--- src/rtl/nor_stimulus_sequencer_pkg.sv ---
// Shared types and helpers for the NOR gate stimulus sequencer.
// Optional feature macro used by this slice: NOR_SEQ_LOOP_EN.
package nor_seq_pkg;

    typedef enum logic [1:0] {
        IDLE  = 2'd0,
        DRIVE = 2'd1,
        DONE  = 2'd2
    } seq_state_t;

    // Number of input vectors swept for a 2-input gate.
    localparam int VEC_COUNT = 4;

    // Golden NOR response for one input vector.
    function automatic logic nor_expected(logic a, logic b);
        return ~(a | b);
    endfunction

endpackage

--- src/rtl/nor_stimulus_sequencer_if.sv ---
// Handshake, gate-drive and result bundle of the NOR stimulus sequencer.
// NOR_SEQ_LOOP_EN adds the `loop` request line.
interface nor_stimulus_sequencer_if;
    logic       start;
`ifdef NOR_SEQ_LOOP_EN
    logic       loop;
`endif
    logic       o_a;
    logic       o_b;
    logic       i_c;
    logic       busy;
    logic       done;
    logic       pass;
    logic [2:0] err_count;
    logic [3:0] fail_vec;

    // Sequencer side.
    modport master (
        input  start,
`ifdef NOR_SEQ_LOOP_EN
        input  loop,
`endif
        input  i_c,
        output o_a,
        output o_b,
        output busy,
        output done,
        output pass,
        output err_count,
        output fail_vec
    );

    // Requester / gate side.
    modport slave (
        output start,
`ifdef NOR_SEQ_LOOP_EN
        output loop,
`endif
        output i_c,
        input  o_a,
        input  o_b,
        input  busy,
        input  done,
        input  pass,
        input  err_count,
        input  fail_vec
    );
endinterface

--- src/rtl/nor_stimulus_sequencer_dwell_counter.sv ---
// Dwell counter: counts enabled cycles and flags the last cycle of each dwell.
module dwell_counter #(
    parameter int CNT_W = 8
) (
    input  logic             clk,
    input  logic             rst_n,
    input  logic             clr,
    input  logic             en,
    input  logic [CNT_W-1:0] limit,
    output logic             last
);
    localparam logic [CNT_W-1:0] ONE = CNT_W'(1);

    logic [CNT_W-1:0] cnt_q;
    logic [CNT_W-1:0] cnt_d;

    assign last = (cnt_q == (limit - ONE));

    // Next count: clear wins, otherwise wrap after the last dwell cycle.
    always_comb begin
        cnt_d = cnt_q;
        if (clr) begin
            cnt_d = '0;
        end else if (en) begin
            cnt_d = last ? '0 : (cnt_q + ONE);
        end
    end

    // Count register.
    always_ff @(posedge clk or negedge rst_n) begin
        if (!rst_n) begin
            cnt_q <= '0;
        end else begin
            cnt_q <= cnt_d;
        end
    end
endmodule

--- src/rtl/nor_stimulus_sequencer.sv ---
// NOR gate self-test sequencer: sweeps {a,b} through 00..11, holds each vector
// for DWELL cycles, samples c on the last dwell cycle and reports the results.
// Build option: NOR_SEQ_LOOP_EN (loop=1 in DONE restarts a sweep immediately).
module nor_stimulus_sequencer
    import nor_seq_pkg::*;
#(
    parameter int DWELL = 4,
    parameter int CNT_W = 8
) (
    input logic                      clk,
    input logic                      rst_n,
    nor_stimulus_sequencer_if.master bus
);
    if (DWELL < 1 || DWELL >= (2 ** CNT_W)) begin : g_bad_dwell
        $fatal(1, "nor_stimulus_sequencer: DWELL=%0d out of range for CNT_W=%0d", DWELL, CNT_W);
    end

    localparam logic [CNT_W-1:0] LIMIT    = CNT_W'(DWELL);
    localparam logic [1:0]       LAST_IDX = 2'(VEC_COUNT - 1);

    seq_state_t state_q, state_d;
    logic [1:0] idx_q, idx_d;
    logic [1:0] ab_q, ab_d;
    logic [2:0] err_q, err_d;
    logic [3:0] fv_q, fv_d;
    logic       pass_q, pass_d;
    logic       cnt_clr, cnt_en, cnt_last;
    logic       loop_go, launch, sample, last_vec, mismatch;

`ifdef NOR_SEQ_LOOP_EN
    assign loop_go = bus.loop;
`else
    assign loop_go = 1'b0;
`endif

    // A sweep begins on an accepted start, or on a loop request in DONE.
    assign launch   = ((state_q == IDLE) && bus.start) || ((state_q == DONE) && loop_go);
    assign sample   = (state_q == DRIVE) && cnt_last;
    assign last_vec = (idx_q == LAST_IDX);
    assign mismatch = (bus.i_c != nor_expected(ab_q[1], ab_q[0]));

    dwell_counter #(.CNT_W(CNT_W)) u_dwell (
        .clk   (clk),
        .rst_n (rst_n),
        .clr   (cnt_clr),
        .en    (cnt_en),
        .limit (LIMIT),
        .last  (cnt_last)
    );

    // State register.
    always_ff @(posedge clk or negedge rst_n) begin
        if (!rst_n) begin
            state_q <= IDLE;
        end else begin
            state_q <= state_d;
        end
    end

    // Next-state logic.
    always_comb begin
        state_d = state_q;
        case (state_q)
            IDLE:    if (bus.start) state_d = DRIVE;
            DRIVE:   if (sample && last_vec) state_d = DONE;
            DONE:    state_d = loop_go ? DRIVE : IDLE;
            default: state_d = IDLE;
        endcase
    end

    // Moore outputs and counter control; the counter is held at zero outside DRIVE.
    always_comb begin
        bus.busy = (state_q == DRIVE);
        bus.done = (state_q == DONE);
        cnt_en   = (state_q == DRIVE);
        cnt_clr  = (state_q != DRIVE);
    end

    // Vector index, gate drive and result accumulation.
    always_comb begin
        idx_d  = idx_q;
        ab_d   = ab_q;
        err_d  = err_q;
        fv_d   = fv_q;
        pass_d = pass_q;
        if (launch) begin
            idx_d  = '0;
            ab_d   = '0;
            err_d  = '0;
            fv_d   = '0;
            pass_d = 1'b0;
        end else if (sample) begin
            if (mismatch) begin
                fv_d[idx_q] = 1'b1;
                err_d       = err_q + 3'd1;
            end
            if (last_vec) begin
                pass_d = (err_d == 3'd0);
                ab_d   = '0;
                idx_d  = '0;
            end else begin
                idx_d = idx_q + 2'd1;
                ab_d  = idx_q + 2'd1;
            end
        end
    end

    // Datapath registers.
    always_ff @(posedge clk or negedge rst_n) begin
        if (!rst_n) begin
            idx_q  <= '0;
            ab_q   <= '0;
            err_q  <= '0;
            fv_q   <= '0;
            pass_q <= 1'b0;
        end else begin
            idx_q  <= idx_d;
            ab_q   <= ab_d;
            err_q  <= err_d;
            fv_q   <= fv_d;
            pass_q <= pass_d;
        end
    end

    assign bus.o_a       = ab_q[1];
    assign bus.o_b       = ab_q[0];
    assign bus.pass      = pass_q;
    assign bus.err_count = err_q;
    assign bus.fail_vec  = fv_q;
endmodule

--- src/flat_wrapper.sv ---
// flat-port wrapper written by rule: the top's interface ports become plain ports
module nor_stimulus_sequencer_flat import nor_seq_pkg::*;
#(
    parameter int DWELL = 4,
    parameter int CNT_W = 8
)
  (clk, rst_n, bus_start, bus_i_c, bus_o_a, bus_o_b, bus_busy, bus_done, bus_pass, bus_err_count, bus_fail_vec);
  nor_stimulus_sequencer_if bus_i ();
  input logic clk;
  input logic rst_n;
  input wire logic [$bits(bus_i.start)-1:0] bus_start;
  input wire logic [$bits(bus_i.i_c)-1:0] bus_i_c;
  output wire logic [$bits(bus_i.o_a)-1:0] bus_o_a;
  output wire logic [$bits(bus_i.o_b)-1:0] bus_o_b;
  output wire logic [$bits(bus_i.busy)-1:0] bus_busy;
  output wire logic [$bits(bus_i.done)-1:0] bus_done;
  output wire logic [$bits(bus_i.pass)-1:0] bus_pass;
  output wire logic [$bits(bus_i.err_count)-1:0] bus_err_count;
  output wire logic [$bits(bus_i.fail_vec)-1:0] bus_fail_vec;
  assign bus_i.start = bus_start;
  assign bus_i.i_c = bus_i_c;
  assign bus_o_a = bus_i.o_a;
  assign bus_o_b = bus_i.o_b;
  assign bus_busy = bus_i.busy;
  assign bus_done = bus_i.done;
  assign bus_pass = bus_i.pass;
  assign bus_err_count = bus_i.err_count;
  assign bus_fail_vec = bus_i.fail_vec;
  nor_stimulus_sequencer #(.DWELL(DWELL), .CNT_W(CNT_W)) u_core (.clk(clk), .rst_n(rst_n), .bus(bus_i));
endmodule
--- config.mk ---
export PLATFORM = sky130hd
export DESIGN_NAME = nor_stimulus_sequencer_flat
export DESIGN_NICKNAME = d
export VERILOG_FILES = /design/src/rtl/nor_stimulus_sequencer_pkg.sv /design/src/rtl/nor_stimulus_sequencer_if.sv /design/src/rtl/nor_stimulus_sequencer_dwell_counter.sv /design/src/rtl/nor_stimulus_sequencer.sv /design/src/flat_wrapper.sv
export SDC_FILE = /design/constraint.sdc
export NUM_CORES = 1
export LEC_CHECK = 0
export CORE_MARGIN = 2
export CORE_UTILIZATION = 59
export DETAILED_ROUTE_END_ITERATION = 8
export GPL_TIMING_DRIVEN = 0
export PLACE_DENSITY = 0.91
export SETUP_SLACK_MARGIN = 0.05
export SLEW_MARGIN = 15
export SYNTH_ARGS = -nofsm -noshare
export SYNTH_HDL_FRONTEND = slang
export SYNTH_HIERARCHICAL = 1
export SYNTH_SLANG_ARGS = --single-unit
export TNS_END_PERCENT = 20
--- constraint.sdc ---
create_clock -name clk -period 6.29 [get_ports clk]
set_input_delay 1.258 -clock clk [delete_from_list [all_inputs] [get_ports clk]]
set_output_delay 1.258 -clock clk [all_outputs]
set_load 0.02 [all_outputs]
==> results of run 1 <==
-- metal layers --
metal | share of wire [%] | GRT usage [%] | up-vias | wire length, µm
met5 | 0 | 0 | - | 0
met4 | 0.15 | 5.26 | 0 | 4
met3 | 4.6 | 5.17 | 2 | 123
met2 | 48 | 38.5 | 26 | 1290
met1 | 48 | 31.8 | 522 | 1280
li1 | - | - | 602 | -
-- registers in the layout, indices dropped and copies added (netlist names) --
register / flops
u_core/ab_q: 2
u_core/bus.err_count: 3
u_core/bus.fail_vec: 4
u_core/bus.pass: 1
u_core/state_q: 2
u_core/u_dwell/cnt_q: 8
-- stage by stage --
stage | cells | utilization (%) | power [mW] | hold WS, ns | worst slack (ns)
after floorplan | 181 | - | 0.254 | 0.573 | 3.98
final | 228 | 77.5 | 0.360 | 0.507 | 3.24
after global placement | 224 | 75.8 | 0.278 | 0.478 | 3.64
after detailed placement | 224 | 75.8 | 0.286 | 0.486 | 3.61
after CTS | 228 | 77.5 | 0.361 | 0.511 | 3.24
after global routing | 228 | 77.5 | 0.387 | 0.531 | 3.12
-- how the worst max path moves through the flow --
stage | startpoint | endpoint | slack (ns) | cells after the start
6_report | u_core/state_q[0] | bus_busy | 3.24 | 2
3_3_place_gp | u_core/state_q[0] | bus_busy | 3.64 | 2
3_5_place_dp | u_core/state_q[0] | bus_busy | 3.61 | 2
2_1_floorplan | u_core/u_dwell/cnt_q[5] | u_core/bus.err_count[0] | 3.98 | 9
5_1_grt | u_core/state_q[0] | bus_busy | 3.12 | 2
4_1_cts | u_core/state_q[0] | bus_busy | 3.24 | 2
-- worst max-delay path, delay by kind of cell, from the launching register on --
family | cells | cell delay (ns)
AND/OR/NAND/NOR | 1 | 0.37
buffers and inverters | 1 | 0.67
flip-flops | 1 | 0.44
-- report_power, final --
group	leakage, nW	internal [mW]	switching (mW)
Clock	0.0210	0.0354	0.0397
Sequential	0.268	0.146	0.0273
Combinational	0.502	0.0547	0.0574
Total	0.791	0.236	0.124
-- cell usage in the layout, fill, tap and decap left out, types with 2 or more instances in the layout --
cell                              synthesis  layout
sky130_fd_sc_hd__or3_1                    2       2
sky130_fd_sc_hd__xor2_1                   4       4
sky130_fd_sc_hd__nand3_1                  3       3
sky130_fd_sc_hd__nand3b_1                 3       3
sky130_fd_sc_hd__a21oi_1                  7       7
sky130_fd_sc_hd__o21ai_0                  3       3
sky130_fd_sc_hd__nor3_1                   3       3
sky130_fd_sc_hd__a211o_1                  2       2
sky130_fd_sc_hd__and3_1                   4       4
sky130_fd_sc_hd__dfrtp_1                 20      20
sky130_fd_sc_hd__nor2_1                  14      14
sky130_fd_sc_hd__ha_1                     7       7
sky130_fd_sc_hd__clkdlybuf4s50_1          0      15
sky130_fd_sc_hd__mux2i_1                  3       3
sky130_fd_sc_hd__and4_1                   2       2
sky130_fd_sc_hd__clkbuf_1                 3       3
sky130_fd_sc_hd__and2_1                   2       2
sky130_fd_sc_hd__o21ai_1                  2       2
sky130_fd_sc_hd__inv_1                    8       8
sky130_fd_sc_hd__a2111oi_0                5       5
sky130_fd_sc_hd__xnor2_1                  6       6
sky130_fd_sc_hd__nand2_1                 17      17
sky130_fd_sc_hd__conb_1                   2      34
sky130_fd_sc_hd__clkbuf_4                 0       3
-- cell families (layout without fill, tap and decap cells) --
family	Yosys count	count (layout)
adders and majority gates	7	7
DFF	20	20
AOI/OAI and AO/OA	30	30
other	2	34
xor gates and xnor gates	10	10
buffers and inverters	13	32
muxes	3	3
and+or+nand+nor	64	64
-- cell type report --
type | count | area, µm² | share of cell area [%]
plain buffers | 5 | 20.0 | 1.19
well taps | 28 | 35.0 | 2.08
flip-flops and latches | 20 | 500 | 29.8
clock buffers | 4 | 36.3 | 2.16
multi-input cells | 148 | 908 | 54.1
repair buffers | 15 | 150 | 8.94
inverters | 8 | 30.0 | 1.79
==> metrics.csv, run 1 <==
metric;value;unit
Worst Min Path Start;u_core/bus.fail_vec[1];
#FFs+latches synth;20;
Clock Root Buffer;sky130_fd_sc_hd__clkbuf_4;
fin nets;212;
Netlist Area Pre-Place;1340;µm²
library cells used by synthesis;49;
IR Drop Worst-Case VDD;0.198;mV
most area-hungry cell type in the Yosys netlist;sky130_fd_sc_hd__dfrtp_1;
CTS tree;yes;
post-detailed-placement half-perimeter wirelength;2080;µm
Port Buffer Count;15;
transition time of the tightest slew-check pin;0.881;ns
destination of the worst register-to-register timing path;u_core/bus.err_count[0];
category of the most critical setup path;reg -> out;
worst clock skew;0.0120;ns
Slowest-stage cell, CP;sky130_fd_sc_hd__clkdlybuf4s50_1;
Max transition margin;41.0;%
Die Footprint;2670;µm²
simple-gate area share of the yosys netlist;26.2;%
remaining antenna violation count;0;
total congestion overflow;0;
class of the tightest hold or removal check;reg -> reg;
setup TNS;0;ns
final hold viol count;0;
Hold Crit Endpoint;u_core/bus.fail_vec[1];
# resized after CTS;0;
number of hold buffers added after cts;0;
post-place instance area;1640;µm²
clock buffer depth;2;
Synth top cells by count;sky130_fd_sc_hd__dfrtp_1, sky130_fd_sc_hd__nand2_1, sky130_fd_sc_hd__nor2_1;
maximum fanout along the worst path;8;
DRT Pass-1 Iters;4;
Die Height;51.6;µm
number of rows in the core area;17;
final critical path time including I/O delays and setup;3.05;ns
fraction of the yosys area taken by sequential cells;37.4;%
arrival time of the worst setup path;1.79;ns
cell depth of the worst min-delay path;2;
nature of the critical path endpoint;primary output;
area of the placeable core;2170;µm²
main combinational cell family by area after synthesis;simple AND/OR/NAND/NOR gates;
final design instance area without fill;1680;µm²
antenna violations before repair;0;
Post-CTS Repair Setup Buffers;0;
category of the worst setup path launch point;flop;
most instantiated flip-flop cell in the synthesis netlist;sky130_fd_sc_hd__dfrtp_1;
maximum number of pins on one net before global-route repair;21;
cell-by-cell listing of the critical path;nor2b_2 > clkdlybuf4s50_1;
number of diodes added for antenna fixing;0;
number of sinks handled by clock tree synthesis;20;
final setup violation count;0;
depth of the worst register-to-register path;9;
share of cells above drive strength 1;6.00;%
wire length of the first global-routing pass;4710;µm
Horiz. Die Dim;51.6;µm
crit-path max cell delay;0.67;ns
run status;finished, final reports clean;
post-route clock period utilization;48.5;%
final estimated routing congestion in global placement;0.819;
Num CTS Buffers;3;
setup repair after global routing missed its margin;false;
timing-limited maximum frequency;328;MHz
DRC violation count after routing;0;
XOR/XNOR Fraction of Synth Area;6.54;%
leading post-synthesis cells by cell area;sky130_fd_sc_hd__dfrtp_1, sky130_fd_sc_hd__ha_1, sky130_fd_sc_hd__nand2_1;
violation count after the first detailed-routing iteration;59;
area added between synthesis and finish;25.5;%
fill cell total of the finished layout;167;
via count of the first global-routing pass;1083;
static leakage;0.791;nW
total power density per cell area;214;nW/µm²
top-level I/O count;16;
Synth Area in Compound Gates;16.8;%
mux cell area share after synthesis;2.24;%
Async S/R FF share, synth;100;%
final WL;2700;µm
adder and majority cell fraction of the synthesized area;6.54;%
clock transition at the registers of the reported paths;0.12;ns
Worst-Skew Late Latency;0.31;ns
Routed wire per std cell;11.8;µm
total via count in the routed design;1152;
Via-to-Cell Ratio;5.05;
count of maximum capacitance violations;0;
total routing usage reported by global routing;23.4;%
most repeated cell in the gate-level netlist after synthesis;sky130_fd_sc_hd__dfrtp_1;
mean cell area of the mapped netlist;8.99;µm²
Max Slew Vio Count;0;
htree depth;1;
Synth Instances;149;
starting utilization of the core area;61.7;%
reg-to-reg critical path startpoint;u_core/u_dwell/cnt_q[5];
internal reg-to-reg setup slack;3.64;ns
share of Yosys cell area claimed by the top area cell type;37.4;%
number of enable flip-flop cells after synthesis;0;
Worst Path Required;5.03;ns
Synthesis Warnings;6;
(Power assumes the default switching activity.)
==> run 2: changes to the inputs <==
Settings changed: CORE_UTILIZATION 59 to 49, PLACE_DENSITY 0.91 to 0.81.
Clock period 6.29 ns to 2.8 ns, I/O delays scaled along.
==> run 2 against run 1 <==
Compared with the run above: final area is 1.5% higher; register-to-register slack worse by 3.3 ns; critical path depth rose by 7; largest cell class unchanged; global-route usage down 4.4 points; clock power increased by 130%; power rose by 130%; critical endpoint is now u_core/bus.err_count[0]; clock skew fell by 0.0057 ns; combinational power grew 130%; setup slack got worse by 2.9 ns; worst hold slack better by 0.016 ns.
==> metrics.csv, run 2 (synthesis results as in run 1) <==
metric;value;unit
Horiz. Die Dim;56.3;µm
# resized after CTS;0;
Port Buffer Count;15;
post-route clock period utilization;89.0;%
DRT Pass-1 Iters;4;
total power density per cell area;480;nW/µm²
Clock Root Buffer;sky130_fd_sc_hd__clkbuf_4;
Num CTS Buffers;3;
violation count after the first detailed-routing iteration;37;
Die Footprint;3170;µm²
count of maximum capacitance violations;0;
total congestion overflow;0;
IR Drop Worst-Case VDD;0.643;mV
transition time of the tightest slew-check pin;0.894;ns
share of cells above drive strength 1;7.39;%
number of hold buffers added after cts;0;
number of rows in the core area;18;
total routing usage reported by global routing;19.0;%
final WL;2930;µm
top-level I/O count;16;
CTS tree;yes;
Post-CTS Repair Setup Buffers;0;
setup TNS;0;ns
post-detailed-placement half-perimeter wirelength;2170;µm
post-place instance area;1650;µm²
final core utilization;67.6;%
class of the tightest hold or removal check;reg -> reg;
timing-limited maximum frequency;401;MHz
Max Slew Vio Count;0;
final setup violation count;0;
area of the placeable core;2520;µm²
Worst Path Required;3.03;ns
starting utilization of the core area;53.1;%
number of diodes added for antenna fixing;0;
final estimated routing congestion in global placement;0.788;
fill cell total of the finished layout;216;
setup repair after global routing missed its margin;false;
clock transition at the registers of the reported paths;0.12;ns
wire length of the first global-routing pass;4830;µm
via count of the first global-routing pass;1129;
commonest cells after routing, fill and taps aside;sky130_fd_sc_hd__conb_1, sky130_fd_sc_hd__dfrtp_1, sky130_fd_sc_hd__nand2_1;
clock buffer depth;2;
area added between synthesis and finish;27.4;%
final critical path time including I/O delays and setup;2.49;ns
flip-flop count of the largest register after layout;8;
maximum fanout along the worst path;10;
static leakage;0.807;nW
met3 routing resource usage after global routing;5.07;%
DRC violation count after routing;0;
total via count in the routed design;1217;
Post-Route Hold Slack;0.523;ns
nature of the critical path endpoint;flop;
final design instance area without fill;1710;µm²
sum of internal, switching and leakage power;819;µW
Die Height;56.3;µm
Via-to-Cell Ratio;5.22;
Max transition margin;40.2;%
Worst-Skew Late Latency;0.30;ns
final hold viol count;0;
htree depth;1;
commonest non-fill, non-tap cell in the layout;sky130_fd_sc_hd__conb_1;
Most Used Layer, Global Route;met2;
fin nets;215;
routing usage on met2;31.1;%
Routed wire per std cell;12.6;µm
largest reg by FF count;u_core/u_dwell/cnt_q;
category of the most critical setup path;reg -> reg;
number of sinks handled by clock tree synthesis;20;
M1 GR Usage;25.1;%
antenna violations before repair;0;
remaining antenna violation count;0;
worst clock skew;0.00627;ns
arrival time of the worst setup path;2.73;ns
run status;finished, final reports clean;
maximum number of pins on one net before global-route repair;21;
category of the worst setup path launch point;flop;
[run 2: changes by cell type in the layout (fill, tap and decap cells not counted)]
cell,change
sky130_fd_sc_hd__buf_4,+3
[run 2: cell type report]
type	count	area, µm²	share of cell area, %
Timing Repair Buffer	18	173	10.1
Tap cell	30	37.5	2.20
Clock buffer	4	36.3	2.13
Sequential cell	20	500	29.3
Multi-Input combinational cell	148	908	53.3
Buffer	5	20.0	1.17
Inverter	8	30.0	1.76
[run 2: path summary, 6_finish.rpt]
path	from	to	slack (ns)	cells past startpoint
max reg2reg	u_core/u_dwell/cnt_q[5]	u_core/bus.err_count[0]	0.31	9
max in group asynchronous	rst_n	u_core/bus.pass	1.50	1
min in group asynchronous	rst_n	u_core/state_q[1]	0.75	1
min	u_core/bus.fail_vec[0]	u_core/bus.fail_vec[0]	0.52	2
min reg2reg	u_core/bus.fail_vec[0]	u_core/bus.fail_vec[0]	0.52	2
max	u_core/u_dwell/cnt_q[5]	u_core/bus.err_count[0]	0.31	9
[run 2: per-stage QoR]
stage	std cells	worst slack, ns
global route	233	0.212
global placement	226	0.244
finish	233	0.307
floorplan	181	0.494
detailed placement	226	0.182
CTS	230	0.136
[run 2: worst max-delay path, cell delays in order (launching register included)]
cell,delay (ns)
sky130_fd_sc_hd__dfrtp_1,0.37
sky130_fd_sc_hd__clkbuf_1,0.20
sky130_fd_sc_hd__or2_2,0.34
sky130_fd_sc_hd__a221oi_1,0.25
sky130_fd_sc_hd__a211oi_1,0.12
sky130_fd_sc_hd__a211oi_4,0.33
sky130_fd_sc_hd__and3b_2,0.29
sky130_fd_sc_hd__and2_1,0.13
sky130_fd_sc_hd__buf_2,0.18
sky130_fd_sc_hd__mux2i_1,0.19
[run 2: where the power goes]
part / total [mW] / leakage [nW] / internal [mW] / switching [mW]
Clock: 0.171 / 0.0210 / 0.0794 / 0.0914
Combinational: 0.257 / 0.518 / 0.124 / 0.133
Sequential: 0.391 / 0.268 / 0.327 / 0.0636
[run 2: metal layers]
layer | vias up | part of all wire (%)
li1 | 609 | -
met1 | 577 | 47
met2 | 27 | 48
met3 | 4 | 3.5
met4 | 0 | 0.92
met5 | - | 0
